### config.mk
export PLATFORM = sky130hd
export DESIGN_NAME = bbot_uart_rx
export DESIGN_NICKNAME = d
export VERILOG_FILES = /design/src/rtl/bbot_uart_rx.sv
export SDC_FILE = /design/constraint.sdc
export NUM_CORES = 1
export LEC_CHECK = 0
export CAP_MARGIN = 20
export CORE_MARGIN = 4
export CORE_UTILIZATION = 60
export CTS_CLUSTER_DIAMETER = 40
export DETAILED_ROUTE_END_ITERATION = 12
export GPL_TIMING_DRIVEN = 0
export PLACE_DENSITY = 0.82
export SLEW_MARGIN = 5
export SYNTH_ARGS = -nofsm -noshare
export SYNTH_HDL_FRONTEND = slang
export SYNTH_SLANG_ARGS = --single-unit
### constraint.sdc
create_clock -name clock -period 3.9 [get_ports clock]
set_input_delay 0.78 -clock clock [delete_from_list [all_inputs] [get_ports clock]]
set_output_delay 0.78 -clock clock [all_outputs]
set_load 0.02 [all_outputs]
### src/rtl/bbot_uart_rx.sv
// bbot_uart_rx: 8-bit UART receiver with a ready/valid output and sticky overrun.
// Frame: start(0), 8 data bits LSB first, [even parity], stop(1).
// Define BBOT_UART_RX_PARITY_EN to add the even-parity bit after data bit 7.
module bbot_uart_rx #(
    parameter int unsigned CLKS_PER_BIT = 434
) (
    input  logic       clock,
    input  logic       reset,
    input  logic       rx_in,
    input  logic       rx_ready,
    output logic [7:0] rx_data,
    output logic       rx_valid,
    output logic       frame_err,
    output logic       overrun,
    output logic       busy
);

    localparam int unsigned CntW = $clog2(CLKS_PER_BIT);
    localparam logic [CntW-1:0] HalfCnt = CntW'(CLKS_PER_BIT / 2 - 1);
    localparam logic [CntW-1:0] FullCnt = CntW'(CLKS_PER_BIT - 1);

    typedef enum logic [2:0] {
        StIdle,
        StStart,
        StData,
`ifdef BBOT_UART_RX_PARITY_EN
        StParity,
`endif
        StStop,
        StWaitIdle
    } state_e;

    state_e          state_q, state_d;
    logic [CntW-1:0] cnt_q, cnt_d;
    logic [2:0]      bit_idx_q, bit_idx_d;
    logic [7:0]      shift_q, shift_d;
    logic [1:0]      sync_q;
    logic            rx_s;
    logic            done;
    logic            reject;
    logic [7:0]      rx_data_q;
    logic            rx_valid_q;
    logic            frame_err_q;
    logic            overrun_q;
`ifdef BBOT_UART_RX_PARITY_EN
    logic            par_err_q, par_err_d;
`endif

    assign rx_s = sync_q[1];

    // Two-flop synchronizer; resets to the idle line level.
    always_ff @(posedge clock) begin
        if (reset) sync_q <= 2'b11;
        else       sync_q <= {sync_q[0], rx_in};
    end

    // Frame FSM, baud counter, bit index and shift register.
    always_ff @(posedge clock) begin
        if (reset) begin
            state_q   <= StIdle;
            cnt_q     <= '0;
            bit_idx_q <= '0;
            shift_q   <= '0;
`ifdef BBOT_UART_RX_PARITY_EN
            par_err_q <= 1'b0;
`endif
        end else begin
            state_q   <= state_d;
            cnt_q     <= cnt_d;
            bit_idx_q <= bit_idx_d;
            shift_q   <= shift_d;
`ifdef BBOT_UART_RX_PARITY_EN
            par_err_q <= par_err_d;
`endif
        end
    end

    // Next-state logic; done/reject are single-cycle strobes at the stop-bit sample.
    always_comb begin
        state_d   = state_q;
        cnt_d     = cnt_q;
        bit_idx_d = bit_idx_q;
        shift_d   = shift_q;
        done      = 1'b0;
        reject    = 1'b0;
`ifdef BBOT_UART_RX_PARITY_EN
        par_err_d = par_err_q;
`endif
        case (state_q)
            StIdle: begin
                cnt_d     = '0;
                bit_idx_d = '0;
`ifdef BBOT_UART_RX_PARITY_EN
                par_err_d = 1'b0;
`endif
                if (!rx_s) state_d = StStart;
            end
            StStart: begin
                if (cnt_q == HalfCnt) begin
                    cnt_d   = '0;
                    // Line back high at mid-start means a glitch: drop silently.
                    state_d = rx_s ? StIdle : StData;
                end else begin
                    cnt_d = cnt_q + CntW'(1);
                end
            end
            StData: begin
                if (cnt_q == FullCnt) begin
                    cnt_d     = '0;
                    shift_d   = {rx_s, shift_q[7:1]};
                    bit_idx_d = bit_idx_q + 3'd1;
                    if (bit_idx_q == 3'd7) begin
`ifdef BBOT_UART_RX_PARITY_EN
                        state_d = StParity;
`else
                        state_d = StStop;
`endif
                    end
                end else begin
                    cnt_d = cnt_q + CntW'(1);
                end
            end
`ifdef BBOT_UART_RX_PARITY_EN
            StParity: begin
                if (cnt_q == FullCnt) begin
                    cnt_d     = '0;
                    par_err_d = rx_s ^ (^shift_q);
                    state_d   = StStop;
                end else begin
                    cnt_d = cnt_q + CntW'(1);
                end
            end
`endif
            StStop: begin
                if (cnt_q == FullCnt) begin
                    cnt_d = '0;
                    if (!rx_s) begin
                        reject  = 1'b1;
                        state_d = StWaitIdle;
                    end else begin
                        state_d = StIdle;
`ifdef BBOT_UART_RX_PARITY_EN
                        if (par_err_q) reject = 1'b1;
                        else           done   = 1'b1;
`else
                        done = 1'b1;
`endif
                    end
                end else begin
                    cnt_d = cnt_q + CntW'(1);
                end
            end
            StWaitIdle: begin
                cnt_d = '0;
                if (rx_s) state_d = StIdle;
            end
            default: state_d = StIdle;
        endcase
    end

    // Output holding register with ready/valid handshake and sticky overrun.
    always_ff @(posedge clock) begin
        if (reset) begin
            rx_data_q   <= 8'h00;
            rx_valid_q  <= 1'b0;
            frame_err_q <= 1'b0;
            overrun_q   <= 1'b0;
        end else begin
            frame_err_q <= reject;
            if (done && (!rx_valid_q || rx_ready)) begin
                rx_data_q  <= shift_q;
                rx_valid_q <= 1'b1;
            end else if (rx_valid_q && rx_ready) begin
                rx_valid_q <= 1'b0;
            end
            // A drop in the same cycle as an accept keeps the flag set.
            if (done && rx_valid_q && !rx_ready)  overrun_q <= 1'b1;
            else if (rx_valid_q && rx_ready)      overrun_q <= 1'b0;
        end
    end

    assign rx_data   = rx_data_q;
    assign rx_valid  = rx_valid_q;
    assign frame_err = frame_err_q;
    assign overrun   = overrun_q;
    assign busy      = (state_q != StIdle);

endmodule
# Word-level counts from Yosys, hierarchy flattened
# Cells that the tools add are included.
[classes]
n_addsub = 2
eq_ne = 13
mux = 21
n_bitwise = 2
reduce_logical = 19
[ops]
columns = ["op", "count"]
rows = [
  ["9-bit one-hot mux with 3 select lines", 1],
  ["3-bit 2-to-1 mux", 8],
  ["9-bit 2-to-1 mux", 2],
  ["3-bit one-hot mux with 5 select lines", 1],
  ["2-bit inequality test, second input constant", 6],
  ["9-bit by 1-bit adder with 9-bit output, second input constant", 1],
  ["9-bit by 8-bit == test with 1-bit output, second input constant", 1],
  ["9-bit == test, second input constant", 1],
  ["1-bit 2-to-1 mux", 7],
  ["3-bit by 2-bit == test with 1-bit output, second input constant", 2],
  ["3-bit == test, second input constant", 2],
  ["3-bit one-hot mux with 2 select lines", 1],
  ["6-bit AND reduction", 1],
  ["2-bit nonzero test", 3],
  ["3-bit nonzero test", 2],
  ["1-bit logical AND", 4],
  ["2-bit AND reduction", 2],
  ["2-bit OR reduction", 2],
  ["3-bit by 1-bit adder with 3-bit output, second input constant", 1],
  ["3-bit by 1-bit == test with 1-bit output, second input constant", 1],
  ["3-bit zero test", 1],
  ["3-bit OR reduction", 1],
  ["1-bit zero test", 2],
  ["2-bit 2-to-1 mux", 1],
  ["2 further kinds", 3],
]
[totals]
register_bits = 36
in_bits = 4
output_inout_bits = 12

# Logic depth before layout (Yosys ltp)
# Gate-level depths: netlist (run 1).
[depth]
ltp_word = 6
depth_mapped = 8
mapped_depth_nobuf = 7

# Worst setup path after synthesis (run 1)
# OpenSTA, ideal clock, no wires.
[synth_timing]
path_type = "reg-to-output"
from = "register state_q[2]"
to = "output port busy"
arrival_ns = 0.912
required_time_ns = 3.120
slack_ns = 2.208
path_stages_with_launch = 3
path_buffers = 1
cell_sequence = "dfxtp_1 -> buf_2 -> or3_1"
[synth_via]
elab_chain_cells = 1
[synth_rtl]
columns = ["element", "line", "source"]
rows = [
  ["start: declaration", "33", "state_e state_q, state_d;"],
  ["start signal: assignment", "60", "state_q <= StIdle;"],
  ["start signal: assignment", "68", "state_q <= state_d;"],
  ["3-bit nonzero test", "186", "assign busy = (state_q != StIdle);"],
  ["end: declaration", "15", "output logic busy"],
]
# No other way between the ends.

# Worst setup path in the final report (run 1)
# Same ends and word-level chain as after synthesis.

==> results of run 1 <==
==> area by class of cell <==
type,count,area [um2],area share [%]
Buffer,8,41.29,2.132
Clock buffer,7,65.06,3.359
Timing Repair Buffer,15,150.1,7.752
Sequential cell,36,720.7,37.21
Multi-Input combinational cell,136,877.1,45.28
Tap cell,30,37.54,1.938
Clock inverter,1,30.03,1.550
Inverter,4,15.01,0.7752
==> power by group through the flow <==
| stage | logic (W) | clock network (W) | registers [W] |
|---|---|---|---|
| 2_1_floorplan | 0.0000147 | 0 | 0.000379 |
| 3_5_place_dp | 0.0000232 | 0 | 0.000380 |
| 5_1_grt | 0.0000259 | 0.000314 | 0.000372 |
| 4_1_cts | 0.0000235 | 0.000299 | 0.000371 |
| 6_report | 0.0000238 | 0.000296 | 0.000371 |
| 3_3_place_gp | 0.0000226 | 0 | 0.000379 |
==> cells by family (layout without fill, tap and decap cells) <==
logic type	Yosys count	after routing	synth area share (%)
buffers and inverters	12	35	3.403
XOR/XNOR	5	5	2.648
multiplexers	8	8	4.841
adder cells (fa/ha/maj)	5	5	3.782
AND/OR/NAND/NOR	82	82	28.07
AO/OA/AOI/OAI	36	36	13.69
flip-flops	36	36	43.57
==> critical path: stages (launching register included) <==
cell,delay (ps)
sky130_fd_sc_hd__dfxtp_1,330
sky130_fd_sc_hd__buf_2,190
sky130_fd_sc_hd__or3_1,380
sky130_fd_sc_hd__clkdlybuf4s50_1,540
==> through the flow <==
| stage | utilization (%) | cells | hold WS, ps | instance area [um2] |
|---|---|---|---|---|
| after floorplan | - | 184 | 389.5 | 1654 |
| after CTS | 76.11 | 237 | 444.0 | 1937 |
| after global placement | 72.37 | 229 | 395.1 | 1842 |
| after global routing | 76.11 | 237 | 469.2 | 1937 |
| after detailed placement | 72.37 | 229 | 418.9 | 1842 |
| final | 76.11 | 237 | 440.0 | 1937 |
==> cell usage in the layout (no fill, tap or decap), types with 2 or more instances in the layout <==
cell / n
sky130_fd_sc_hd__a211oi_1: 3
sky130_fd_sc_hd__a21oi_1: 16
sky130_fd_sc_hd__and2_1: 2
sky130_fd_sc_hd__buf_2: 3
sky130_fd_sc_hd__clkbuf_1: 3
sky130_fd_sc_hd__clkbuf_4: 5
sky130_fd_sc_hd__clkbuf_8: 2
sky130_fd_sc_hd__clkdlybuf4s50_1: 15
sky130_fd_sc_hd__dfxtp_1: 36
sky130_fd_sc_hd__ha_1: 5
sky130_fd_sc_hd__inv_1: 3
sky130_fd_sc_hd__mux2i_1: 8
sky130_fd_sc_hd__nand2_1: 21
sky130_fd_sc_hd__nand3_1: 12
sky130_fd_sc_hd__nor2_1: 22
sky130_fd_sc_hd__nor2b_1: 2
sky130_fd_sc_hd__nor3_1: 6
sky130_fd_sc_hd__o21ai_0: 3
sky130_fd_sc_hd__o21ai_1: 3
sky130_fd_sc_hd__or2_2: 2
sky130_fd_sc_hd__xnor2_1: 3
sky130_fd_sc_hd__xor2_1: 2
==> sequential cells by signal, indices dropped and copies added (netlist names) <==
name	cells
rx_data	8
rx_valid	1
cnt_q	9
frame_err	1
shift_q	8
sync_q	2
bit_idx_q	3
overrun	1
state_q	3
==> Yosys cell counts, drive strengths merged, types with 4 or more instances <==
master	n
a21oi	16
mux2i	8
nor3	7
nor2	23
nand2	22
buf	5
o21ai	7
ha	5
inv	4
nand3	12
dfxtp	36
==> path summary, 6_finish.rpt <==
path	from	to	slack (ps)	cells after the start
setup / recovery	state_q[2]	busy	1340	3
hold / removal	sync_q[0]	sync_q[1]	440	1
setup reg to reg	cnt_q[1]	rx_data[4]	2160	7
hold reg to reg	sync_q[0]	sync_q[1]	440	1
==> routing by layer <==
metal	up-vias	global-route usage, %
met3	5	6.596
met5	-	0
li1	691	-
met1	681	27.58
met2	49	39.20
met4	0	5.882
==> impl_results.md, run 1 <==
* CTS tree: done
* Worst slew pin tran at 453.4 ps
* Yosys top cell area share at 43.57%
* Worst setup slack after layout at 1337 ps
* Worst clock skew at 7.132 ps
* Starting density of the core at 65.00%
* Highest clock rate at 0.3901 GHz
* Final critical-path share of the clock period at 65.73%
* Static leakage power at 0.7668 nW
* Estimated wirelength of the detail-placed design at 2638 um
* Remaining design rule violation count at 0
* Routed met3 length at 224 um
* Detail Route Antenna Nets at 0
* I/O pin count at 16
* Register area share after synthesis at 43.57%
* Total Neg Setup Slack at 0 ps
* Buffers inserted by post-CTS timing repair at 0
* Area enclosed by the die boundary at 0.003661 mm2
* Met1 wire length at 1616 um
* Routed vias/inst at 6.017
* Number of pins with negative max-slew slack in the final report at 0
* Top FF cell, synth: sky130_fd_sc_hd__dfxtp_1
* Number of nets produced by synthesis at 193
* Setup slack after placement at 1495 ps
* Die span in y at 60.51 um
* Buffers from clock root to sink, at most at 2
* Required time of the worst setup path at 3120 ps
* Drt total wl at 3733 um
* Startpoint kind of the worst setup timing path: flop
* EDFF count, synth at 0
* Final number of setup-violating endpoints at 0
* Worst vdd rail ir drop at 0.0003808 V
* Total iterations of the first detailed-routing run at 4
* Yosys Warn Count at 0
* Sinks on Clock Net at 36
* Min cycle time layout at 2563 ps
* Post-route total power at 0.0006909 W
* Gate Count Post-Synth at 184
* Switching fraction of total power at 20.60%
* Grt total ovfl at 0
* Category of the worst setup path capture point: primary output
* Average cell area after synthesis at 8.990 um2
* CTS hold repair buffers at 0
* Highest metal layer used by the detailed router: met4
* Die extent in x at 60.51 um
* Hold Crit Class: reg2reg
* Number of flip-flops and latches in the synthesized netlist at 36
* Wire length on met2 at 1856 um
* Violation count after the first detailed-routing iteration at 74
* Worst slew slack as a fraction of its limit at 69.77%
* Status: finished clean
* Number of antenna violations at the first check in global routing at 0
* Final Hold Violating Endpoints at 0
* Global-route wire length before repair at 6210 um
* Cell types with the largest area share after synthesis: sky130_fd_sc_hd__dfxtp_1 (44%), sky130_fd_sc_hd__nor2_1 (5.0%), sky130_fd_sc_hd__a21oi_1 (4.8%)
* Crit Path Category: reg2out
* CP Max Fanout at 10
* Sequential share of power at 53.8%
* FP Rows at 18
* Number of different library cells in the post-synthesis netlist at 48
* Clk Tree Root Cell: sky130_fd_sc_hd__clkbuf_4
* Net switching power at 0.0001423 W
* Final Wtd Congestion at 0.8621
* Top cell type by total area after synthesis: sky130_fd_sc_hd__dfxtp_1
* Areal power density over the cells at 356.7 mW/mm2
* Share of post-route cells with drive strength above 1 at 12.08%
* Power share of the clock group at 42.8%
* Data arrival at the endpoint of the critical path at 1780 ps
* Number of max-cap violations at 0
* RSZ-0062 raised after global routing: false
* Gates resized, CTS repair at 0
* H-tree Lvls at 2
* Clock insertion delay at the later pin of the skew report at 340 ps
* Post-DR wirelength/cell at 15.75 um
* Reg clk slew, reported paths at 110 ps
* Total number of vias at 1426
* Global-route usage over all layers at 22.63%
* Pin count of the biggest net entering global routing at 12
* Combined area of all synthesized cells at 0.001654 mm2
* Placeable core region at 0.002545 mm2
* Post-layout net count at 215
* Count of fill cells added during filler insertion at 200
* TritonCTS buffer count at 5
* Internal power at 0.0005486 W
* Via count of the first global-routing pass at 1411
* Port Buffers at 15
* Antenna Cells at 0
* Combinational share of power at 3.4%
* Share of flip-flops with an asynchronous set or reset at 0%
* Synth-to-layout area growth at 17.10%
No activity file was read; power rests on OpenSTA's default activity.
==> run 2: changes to the inputs <==
--- a/config.mk
+++ b/config.mk
@@ -7,11 +7,11 @@
 export LEC_CHECK = 0
 export CAP_MARGIN = 20
 export CORE_MARGIN = 4
-export CORE_UTILIZATION = 60
+export CORE_UTILIZATION = 55
 export CTS_CLUSTER_DIAMETER = 40
 export DETAILED_ROUTE_END_ITERATION = 12
 export GPL_TIMING_DRIVEN = 0
-export PLACE_DENSITY = 0.82
+export PLACE_DENSITY = 0.76
 export SLEW_MARGIN = 5
 export SYNTH_ARGS = -nofsm -noshare
 export SYNTH_HDL_FRONTEND = slang
==> constraint.sdc (replaced) <==
create_clock -name clock -period 2.52 [get_ports clock]
set_input_delay 0.504 -clock clock [delete_from_list [all_inputs] [get_ports clock]]
set_output_delay 0.504 -clock clock [all_outputs]
set_load 0.02 [all_outputs]
==> impl_results.md, run 2 (same netlist as run 1, synthesis figures left out) <==
* TritonCTS buffer count at 5
* I/O pin count at 16
* Status: finished clean
* Post-DR wirelength/cell at 13.58 um
* Worst slew pin tran at 446.5 ps
* Placed Instances at 230
* Crit Path Category: reg2out
* Worst clock skew at 12.80 ps
* Worst vdd rail ir drop at 0.0004435 V
* Grt total ovfl at 0
* Static leakage power at 0.7468 nW
* Buffers inserted by post-CTS timing repair at 0
* Buffers from clock root to sink, at most at 2
* Leading cell types in the layout, fill and taps excluded: sky130_fd_sc_hd__dfxtp_1 (36), sky130_fd_sc_hd__nor2_1 (22), sky130_fd_sc_hd__nand2_1 (21)
* Footprint of the flip-flops and latches at 720.7 um2
* Post-route total power at 0.0009299 W
* Final Wtd Congestion at 0.8051
* Most common library cell in the layout ignoring fill and taps: sky130_fd_sc_hd__dfxtp_1
* Min cycle time layout at 2251 ps
* Via count of the first global-routing pass at 1356
* Area enclosed by the die boundary at 0.003949 mm2
* Clock insertion delay at the later pin of the skew report at 340 ps
* Starting density of the core at 58.97%
* Final Hold Violating Endpoints at 0
* Highest clock rate at 0.4442 GHz
* Total iterations of the first detailed-routing run at 4
* Pin count of the biggest net entering global routing at 12
* Detail Route Antenna Nets at 0
* Data arrival at the endpoint of the critical path at 1750 ps
* Sinks on Clock Net at 36
* Global-route usage over all layers at 18.22%
* Final critical-path share of the clock period at 89.33%
* RSZ-0062 raised after global routing: false
* Post-layout net count at 215
* Required time of the worst setup path at 2020 ps
* Number of max-cap violations at 0
* Count of fill cells added during filler insertion at 245
* Clk Tree Root Cell: sky130_fd_sc_hd__clkbuf_4
* Number of antenna violations at the first check in global routing at 0
* Die extent in x at 62.84 um
* Category of the worst setup path capture point: primary output
* CTS hold repair buffers at 0
* FP Rows at 19
* Placeable core region at 0.002805 mm2
* CP Launch Point: state_q[1]
* Hold Crit Class: reg2reg
* Port Buffers at 15
* Remaining design rule violation count at 0
* Total Neg Setup Slack at 0 ps
* Die span in y at 62.84 um
* Violation count after the first detailed-routing iteration at 65
* Synth-to-layout area growth at 15.20%
* Register with the most flip-flops: cnt_q
* H-tree Lvls at 2
* Number of pins with negative max-slew slack in the final report at 0
* Total number of vias at 1333
* Antenna Cells at 0
* Hold path start: sync_q[0]
* Reg clk slew, reported paths at 100 ps
* Worst slew slack as a fraction of its limit at 70.24%
* Area of the multi-input gates at 877.1 um2
* Launch point of the worst reg-to-reg path: cnt_q[1]
* Number of cells in the finished layout apart from fillers at 238
* Global-route wire length before repair at 5851 um
* Startpoint kind of the worst setup timing path: flop
* Estimated wirelength of the detail-placed design at 2446 um
* Gates resized, CTS repair at 0
* Final number of setup-violating endpoints at 0
* Drt total wl at 3232 um
* Routed vias/inst at 5.601
* Number of flip-flops in the largest register at 9
* CTS tree: done
* Share of post-route cells with drive strength above 1 at 11.59%
* CP Max Fanout at 10
* Areal power density over the cells at 488.0 mW/mm2
## run 2: path summary, 6_finish.rpt
check	cells past startpoint	to	slack, ps
setup reg to reg	7	rx_data[5]	820
setup / recovery	3	busy	270
hold reg to reg	1	sync_q[1]	440
hold / removal	1	sync_q[1]	440
## run 2: worst max-delay path, cell delays in order, from the launching register on
cell,delay [ps]
sky130_fd_sc_hd__dfxtp_1,350
sky130_fd_sc_hd__buf_2,190
sky130_fd_sc_hd__or3_1,340
sky130_fd_sc_hd__clkdlybuf4s50_1,540
## run 2: cell type report
type	instances	share of cell area [%]
Buffer	8	2.167
Clock buffer	7	2.889
Clock inverter	1	0.3940
Inverter	4	0.7879
Multi-Input combinational cell	136	46.03
Sequential cell	36	37.82
Tap cell	31	2.035
Timing Repair Buffer	15	7.879
## run 2: report_power, final
group | switching, W | internal, W | leakage (nW)
registers | 0.00000277 | 0.000572 | 0.291
clock network | 0.000183 | 0.000137 | 0.0315
logic | 0.0000222 | 0.0000141 | 0.425
## run 2: stage by stage
| step | utilization (%) | area, um2 | hold WS (ps) | worst slack (ps) |
|---|---|---|---|---|
| finish | 67.93 | 1906 | 437.1 | 268.8 |
| global route | 67.93 | 1906 | 466.4 | 196.8 |
| CTS | 67.93 | 1906 | 447.9 | 256.3 |
| detailed placement | 65.70 | 1843 | 416.0 | 290.0 |
| global placement | 65.70 | 1843 | 400.5 | 376.6 |
| floorplan | - | 1654 | 389.5 | 1034 |
## run 2: per-layer routing
| layer | GRT usage, % | share of wire, % |
|---|---|---|
| met1 | 22.35 | 48 |
| met2 | 29.16 | 46 |
| met3 | 5.216 | 3.9 |
| met4 | 8.815 | 2.3 |
| met5 | 0 | 0 |
